===== src/rtl/mem_access_ctrl.sv =====
// MEM-stage data-memory access controller for the pipelined LC-3b: sequences LDR/STR/LDB/STB
// and indirect LDI/STI against a resp-handshaked dmem. Optional stall counter: MEM_STALL_CNT_EN.
module mem_access_ctrl #(
  parameter int STALL_CNT_WIDTH = 32
) (
  input  logic        clk,
  input  logic        reset,
  input  logic        in_valid,
  input  logic        mem_read,
  input  logic        mem_write,
  input  logic        mem_byte,
  input  logic        mem_indirect,
  input  logic [15:0] mem_address,
  input  logic [15:0] mem_wdata,
  output logic [15:0] dmem_address,
  output logic [15:0] dmem_wdata,
  output logic        dmem_read,
  output logic        dmem_write,
  output logic [1:0]  dmem_byte_enable,
  input  logic        dmem_resp,
  input  logic [15:0] dmem_rdata,
  output logic        mem_stall,
  output logic [15:0] mem_rdata_out,
  output logic        mem_done
`ifdef MEM_STALL_CNT_EN
  ,
  output logic [STALL_CNT_WIDTH-1:0] stall_count
`endif
);

  typedef enum logic [1:0] {IDLE, PTR, FINAL, DONE} state_t;

  state_t      state_q, state_d;
  logic [15:0] addr_q, addr_d;
  logic [15:0] wdata_q, wdata_d;
  logic        byte_q, byte_d;
  logic        write_q, write_d;
  logic        ind_q, ind_d;
  logic [15:0] ptr_q, ptr_d;
  logic [15:0] rdata_q, rdata_d;
  logic        done_q, done_d;
  logic [15:0] dmem_address_q, dmem_address_d;
  logic [15:0] dmem_wdata_q, dmem_wdata_d;
  logic        dmem_read_q, dmem_read_d;
  logic        dmem_write_q, dmem_write_d;
  logic [1:0]  dmem_be_q, dmem_be_d;
  logic [15:0] fin_addr_cur_s;
  logic [15:0] fin_addr_nxt_s;

  function automatic logic [15:0] format_load(input logic is_byte, input logic a0,
                                              input logic [15:0] d);
    logic [15:0] r;
    if (!is_byte) begin
      r = d;
    end else if (a0) begin
      r = {8'h00, d[15:8]};
    end else begin
      r = {8'h00, d[7:0]};
    end
    return r;
  endfunction

  function automatic logic [1:0] lane_enable(input logic is_byte, input logic a0);
    logic [1:0] r;
    if (!is_byte) begin
      r = 2'b11;
    end else if (a0) begin
      r = 2'b10;
    end else begin
      r = 2'b01;
    end
    return r;
  endfunction

  // Final-access address: the fetched pointer for indirect ops, else the EX address.
  assign fin_addr_cur_s = ind_q ? ptr_q : addr_q;
  assign fin_addr_nxt_s = ind_d ? ptr_d : addr_d;

  // Next state and operand latching.
  always_comb begin
    state_d = state_q;
    addr_d  = addr_q;
    wdata_d = wdata_q;
    byte_d  = byte_q;
    write_d = write_q;
    ind_d   = ind_q;
    ptr_d   = ptr_q;
    rdata_d = rdata_q;
    case (state_q)
      IDLE: begin
        if (in_valid && (mem_read || mem_write)) begin
          addr_d  = mem_address;
          wdata_d = mem_wdata;
          byte_d  = mem_byte;
          write_d = mem_write;
          ind_d   = mem_indirect;
          state_d = mem_indirect ? PTR : FINAL;
        end else begin
          state_d = IDLE;
        end
      end
      PTR: begin
        if (dmem_resp) begin
          ptr_d   = dmem_rdata;
          state_d = FINAL;
        end else begin
          state_d = PTR;
        end
      end
      FINAL: begin
        if (dmem_resp) begin
          if (!write_q) begin
            rdata_d = format_load(byte_q, fin_addr_cur_s[0], dmem_rdata);
          end else begin
            rdata_d = rdata_q;
          end
          state_d = DONE;
        end else begin
          state_d = FINAL;
        end
      end
      DONE:    state_d = IDLE;
      default: state_d = IDLE;
    endcase
  end

  // Request outputs for the cycle after this edge, so dmem sees clean registered strobes.
  always_comb begin
    dmem_address_d = 16'h0000;
    dmem_wdata_d   = 16'h0000;
    dmem_read_d    = 1'b0;
    dmem_write_d   = 1'b0;
    dmem_be_d      = 2'b00;
    done_d         = 1'b0;
    case (state_d)
      PTR: begin
        dmem_read_d    = 1'b1;
        dmem_address_d = {addr_d[15:1], 1'b0};
        dmem_be_d      = 2'b11;
      end
      FINAL: begin
        dmem_write_d = write_d;
        dmem_read_d  = ~write_d;
        dmem_be_d    = lane_enable(byte_d, fin_addr_nxt_s[0]);
        if (byte_d) begin
          dmem_address_d = fin_addr_nxt_s;
          dmem_wdata_d   = {wdata_d[7:0], wdata_d[7:0]};
        end else begin
          dmem_address_d = {fin_addr_nxt_s[15:1], 1'b0};
          dmem_wdata_d   = wdata_d;
        end
      end
      DONE:    done_d = 1'b1;
      IDLE:    done_d = 1'b0;
      default: done_d = 1'b0;
    endcase
  end

  // Stall: immediate in IDLE so the requesting instruction freezes in its first cycle.
  always_comb begin
    case (state_q)
      IDLE:    mem_stall = in_valid & (mem_read | mem_write);
      PTR:     mem_stall = 1'b1;
      FINAL:   mem_stall = 1'b1;
      DONE:    mem_stall = 1'b0;
      default: mem_stall = 1'b0;
    endcase
  end

  // State and output registers.
  always_ff @(posedge clk) begin
    if (reset) begin
      state_q        <= IDLE;
      addr_q         <= 16'h0000;
      wdata_q        <= 16'h0000;
      byte_q         <= 1'b0;
      write_q        <= 1'b0;
      ind_q          <= 1'b0;
      ptr_q          <= 16'h0000;
      rdata_q        <= 16'h0000;
      done_q         <= 1'b0;
      dmem_address_q <= 16'h0000;
      dmem_wdata_q   <= 16'h0000;
      dmem_read_q    <= 1'b0;
      dmem_write_q   <= 1'b0;
      dmem_be_q      <= 2'b00;
    end else begin
      state_q        <= state_d;
      addr_q         <= addr_d;
      wdata_q        <= wdata_d;
      byte_q         <= byte_d;
      write_q        <= write_d;
      ind_q          <= ind_d;
      ptr_q          <= ptr_d;
      rdata_q        <= rdata_d;
      done_q         <= done_d;
      dmem_address_q <= dmem_address_d;
      dmem_wdata_q   <= dmem_wdata_d;
      dmem_read_q    <= dmem_read_d;
      dmem_write_q   <= dmem_write_d;
      dmem_be_q      <= dmem_be_d;
    end
  end

  assign dmem_address     = dmem_address_q;
  assign dmem_wdata       = dmem_wdata_q;
  assign dmem_read        = dmem_read_q;
  assign dmem_write       = dmem_write_q;
  assign dmem_byte_enable = dmem_be_q;
  assign mem_rdata_out    = rdata_q;
  assign mem_done         = done_q;

`ifdef MEM_STALL_CNT_EN
  logic [STALL_CNT_WIDTH-1:0] stall_cnt_q, stall_cnt_d;

  // Saturating count of stalled cycles.
  always_comb begin
    if (mem_stall && (stall_cnt_q != {STALL_CNT_WIDTH{1'b1}})) begin
      stall_cnt_d = stall_cnt_q + {{(STALL_CNT_WIDTH-1){1'b0}}, 1'b1};
    end else begin
      stall_cnt_d = stall_cnt_q;
    end
  end

  // Stall counter register.
  always_ff @(posedge clk) begin
    if (reset) begin
      stall_cnt_q <= {STALL_CNT_WIDTH{1'b0}};
    end else begin
      stall_cnt_q <= stall_cnt_d;
    end
  end

  assign stall_count = stall_cnt_q;
`else
  logic [STALL_CNT_WIDTH-1:0] stall_cnt_unused;
  assign stall_cnt_unused = {STALL_CNT_WIDTH{1'b0}};
`endif

endmodule


===== config.mk =====
export PLATFORM = sky130hd
export DESIGN_NAME = mem_access_ctrl
export DESIGN_NICKNAME = d
export VERILOG_FILES = /design/src/rtl/mem_access_ctrl.sv
export SDC_FILE = /design/constraint.sdc
export NUM_CORES = 1
export LEC_CHECK = 0
export CORE_MARGIN = 10
export CORE_UTILIZATION = 45
export CTS_BUF_LIST = sky130_fd_sc_hd__clkbuf_4 sky130_fd_sc_hd__clkbuf_8
export DETAILED_ROUTE_END_ITERATION = 8
export HOLD_SLACK_MARGIN = 0.02
export PLACE_DENSITY = 0.81
export SETUP_SLACK_MARGIN = 0.1
export SLEW_MARGIN = 30
export SYNTH_ARGS = -nofsm -noshare
export SYNTH_HDL_FRONTEND = slang
export SYNTH_SLANG_ARGS = --single-unit

===== constraint.sdc =====
create_clock -name clk -period 3 [get_ports clk]
set_input_delay 0.9 -clock clk [delete_from_list [all_inputs] [get_ports clk]]
set_output_delay 0.9 -clock clk [all_outputs]
set_load 0.05 [all_outputs]

==> reports/results.ini <==
[run_status]
status = completed

[layout]
design_area_mm2 = 0.005273
fill_cells = 683
layout_common_cells = clkdlybuf4s50_1 (107), dfxtp_1 (106), nor2_1 (74), mux2i_1 (56), a211oi_1 (18)
layout.nets = 548
final_common_cell = clkdlybuf4s50_1
num_antenna_cells = 0
areaGrowthSynthToFinish_pct = 35.94
final_layout_size_suffix_gt1_frac = 0.07959

[synthesis]
syn_avg_cell_area_um2 = 10.37
ys.flop_type = dfxtp_1
synth-seq-cells = 106
seq_area_frac_synth = 0.5471
synth-async-reset-ratio = 0
postSynthCellCount = 374
synth_cell_types = 37
synth_area_leaders = dfxtp_1 (55%), mux2i_1 (14%), nor2_1 (7.2%)
yosysWarnings = 0
yosysTopAreaCell = dfxtp_1
synth_top_area_share = 0.5471
syn_nets = 437
synth_edf_count = 0
synthesis.area_mm2 = 0.003879

[critical_path]
crit_type = primary input to output port
worstPathCellList = clkdlybuf4s50_1, o211ai_1, o21ai_0, buf_12
path_delay_family = buffers and inverters
critPathLaunchType = primary input
cp_max_fo = 2
critPathBufInv = 2
crit_required_ps = 2100
r2r-end = dmem_address[14]
end_kind = output port
cp_slowest_cell = clkdlybuf4s50_1
r2r_start = state_q[0]
cp_slowest_stage_delay_ps = 430
reg2reg_slack_ps = 710
r2r_cells = 11
worstPathArrival_ps = 1910

[run]
drv_cap = 0

[clock_tree]
cts_buffers = 9
htreeDepth = 3
cts_sinks = 106
cts_buffer_depth = 2
clkTransAtPathRegs_ps = 100
insertion_delay_ps = 370
tritoncts = built
cts_root_buffer = clkbuf_8
cts_setup_buffers = 0

[placed_design]
gp_congestion = 0.8411
place.port_buffers = 109
placed_cell_area_mm2 = 0.005076
dp_hpwl_um = 7512

[drt]
drc_errors = 0
routed_wl_um = 10080
drtIter0Drc = 126
antenna_left = 0
via_count = 3057
wire_per_inst_um = 16.93
vias_per_cell = 5.138
dr.pass1.iters = 4

[sta]
slew_viol_final = 0
fin_skew_ps = 16.39
fin_crit_sh = 0.9371
relSlewSlack = 0.6235
worstMarginPinSlew_ps = 563.0
max_freq_mhz = 355.7
rsz0062_at_grt = no
hold_viol = 0
whs_ps = 462.1
fin_crit_ps = 2811
setup_viol = 0

[power_and_ir_drop]
power_w = 0.002711
intPower_w = 0.001972
vdd.ir_drop.worst_mv = 0.4050
pwr-share-clk = 0.306
power_switching_w = 0.0007389
p_comb_frac = 0.150
powerDensity_mw_per_mm2 = 514.1
p_sw_frac = 0.2726
p_seq_frac = 0.544
p_leak_nw = 2.245

[grt]
antenna_found_initial = 0
grt_max_degree = 49
overflow = 0
grt_use_total = 0.1552
grt_pass1_vias = 3179
grt_pass1_wl_um = 16200

[floorplan]
row_count = 33
ios = 110
dieArea_mm2 = 0.01273
coreArea_mm2 = 0.008299
chipWidth_um = 112.8
initial_core_util = 0.4674
die_y_um = 112.8

[worst_hold_path]
hold-path-cell-count = 2
hp-start = mem_rdata_out[10]
hp-class = flop to flop
min_to = mem_rdata_out[10]

[Yosys cell counts, types with 3 or more instances]
cell	count
inv_1	9
dfxtp_1	106
ha_1	7
nor2_1	74
a21oi_1	14
mux2i_1	56
a211oi_1	18
nand3b_1	8
nor2b_1	10
nand2_1	10
clkbuf_1	9
o22ai_1	15
buf_2	6
buf_6	3
[metal layers]
| layer | GRT usage | routed length (µm) | vias to the layer above |
|---|---|---|---|
| li1 | - | - | 1499 |
| met1 | 0.1692 | 4088 | 1480 |
| met2 | 0.2811 | 5354 | 66 |
| met3 | 0.04015 | 481 | 12 |
| met4 | 0.05753 | 151 | 0 |
| met5 | 0 | 0 | - |
[worst min-delay path, stage by stage, from the launching register on]
cell	delay, ps
dfxtp_1	320
nand2_1	50
a21oi_1	50
[worst max path at each step]
stage,depth (start not counted),start,to,slack (ps)
after CTS,4,mem_write,mem_stall,190
after global placement,8,mem_write,dmem_address[5],-20
after global routing,4,mem_write,mem_stall,120
after floorplan,4,state_q[0],mem_stall,350
final,4,mem_write,mem_stall,190
after detailed placement,8,dmem_resp,dmem_address[4],-150
[cell type report]
class / count / area, µm² / area share
Sequential cell: 106 / 2122 / 0.4025
Clock inverter: 6 / 57.56 / 0.01092
Tap cell: 105 / 131.4 / 0.02492
Multi-Input combinational cell: 236 / 1583 / 0.3002
Clock buffer: 10 / 131.4 / 0.02492
Inverter: 9 / 33.78 / 0.006407
Timing Repair Buffer: 123 / 1214 / 0.2302
[cells by family (layout without fill, tap and decap cells)]
kind of cell / after synthesis / after routing / share of synthesized area
adders and majority gates: 7 / 7 / 0.02258
and+or+nand+nor: 112 / 112 / 0.1277
muxes: 57 / 57 / 0.1474
AOI/OAI and AO/OA: 60 / 60 / 0.1061
DFF: 106 / 106 / 0.5471
buffers and inverters: 32 / 148 / 0.04903
[flip-flops by register name, summed over array words and instances, names as in the netlist, 2 cells and up]
signal            flops
mem_rdata_out        16
dmem_wdata           16
dmem_byte_enable      2
dmem_address         16
addr_q               16
wdata_q              16
state_q               2
ptr_q                16
[power groups by stage]
stage	clock, W	sequential [W]	combinational, W
6_report	0.000829	0.00148	0.000406
5_1_grt	0.000899	0.00148	0.000438
4_1_cts	0.000848	0.00148	0.000407
3_5_place_dp	0	0.00151	0.000404
3_3_place_gp	0	0.00151	0.000395
2_1_floorplan	0	0.00155	0.000197
[repair_timing]
item / CTS / global route
endpoints found under the hold margin: 0 / 0
setup endpoints to repair: 0 / 13
hold buffers: 0 / 0
gates resized for setup: 0 / 1
[stage by stage]
step	setup TNS, ps	utilization	instances	worst slack, ps
final	0	0.6353	595	188.6
after global routing	0	0.6353	595	116.9
after CTS	0	0.6344	595	189.9
after detailed placement	-1791	0.6116	579	-145.8
after global placement	-275.4	0.6116	579	-20.13
after floorplan	0	-	374	347.2
Note: power is estimated with default switching activity, not from simulation.
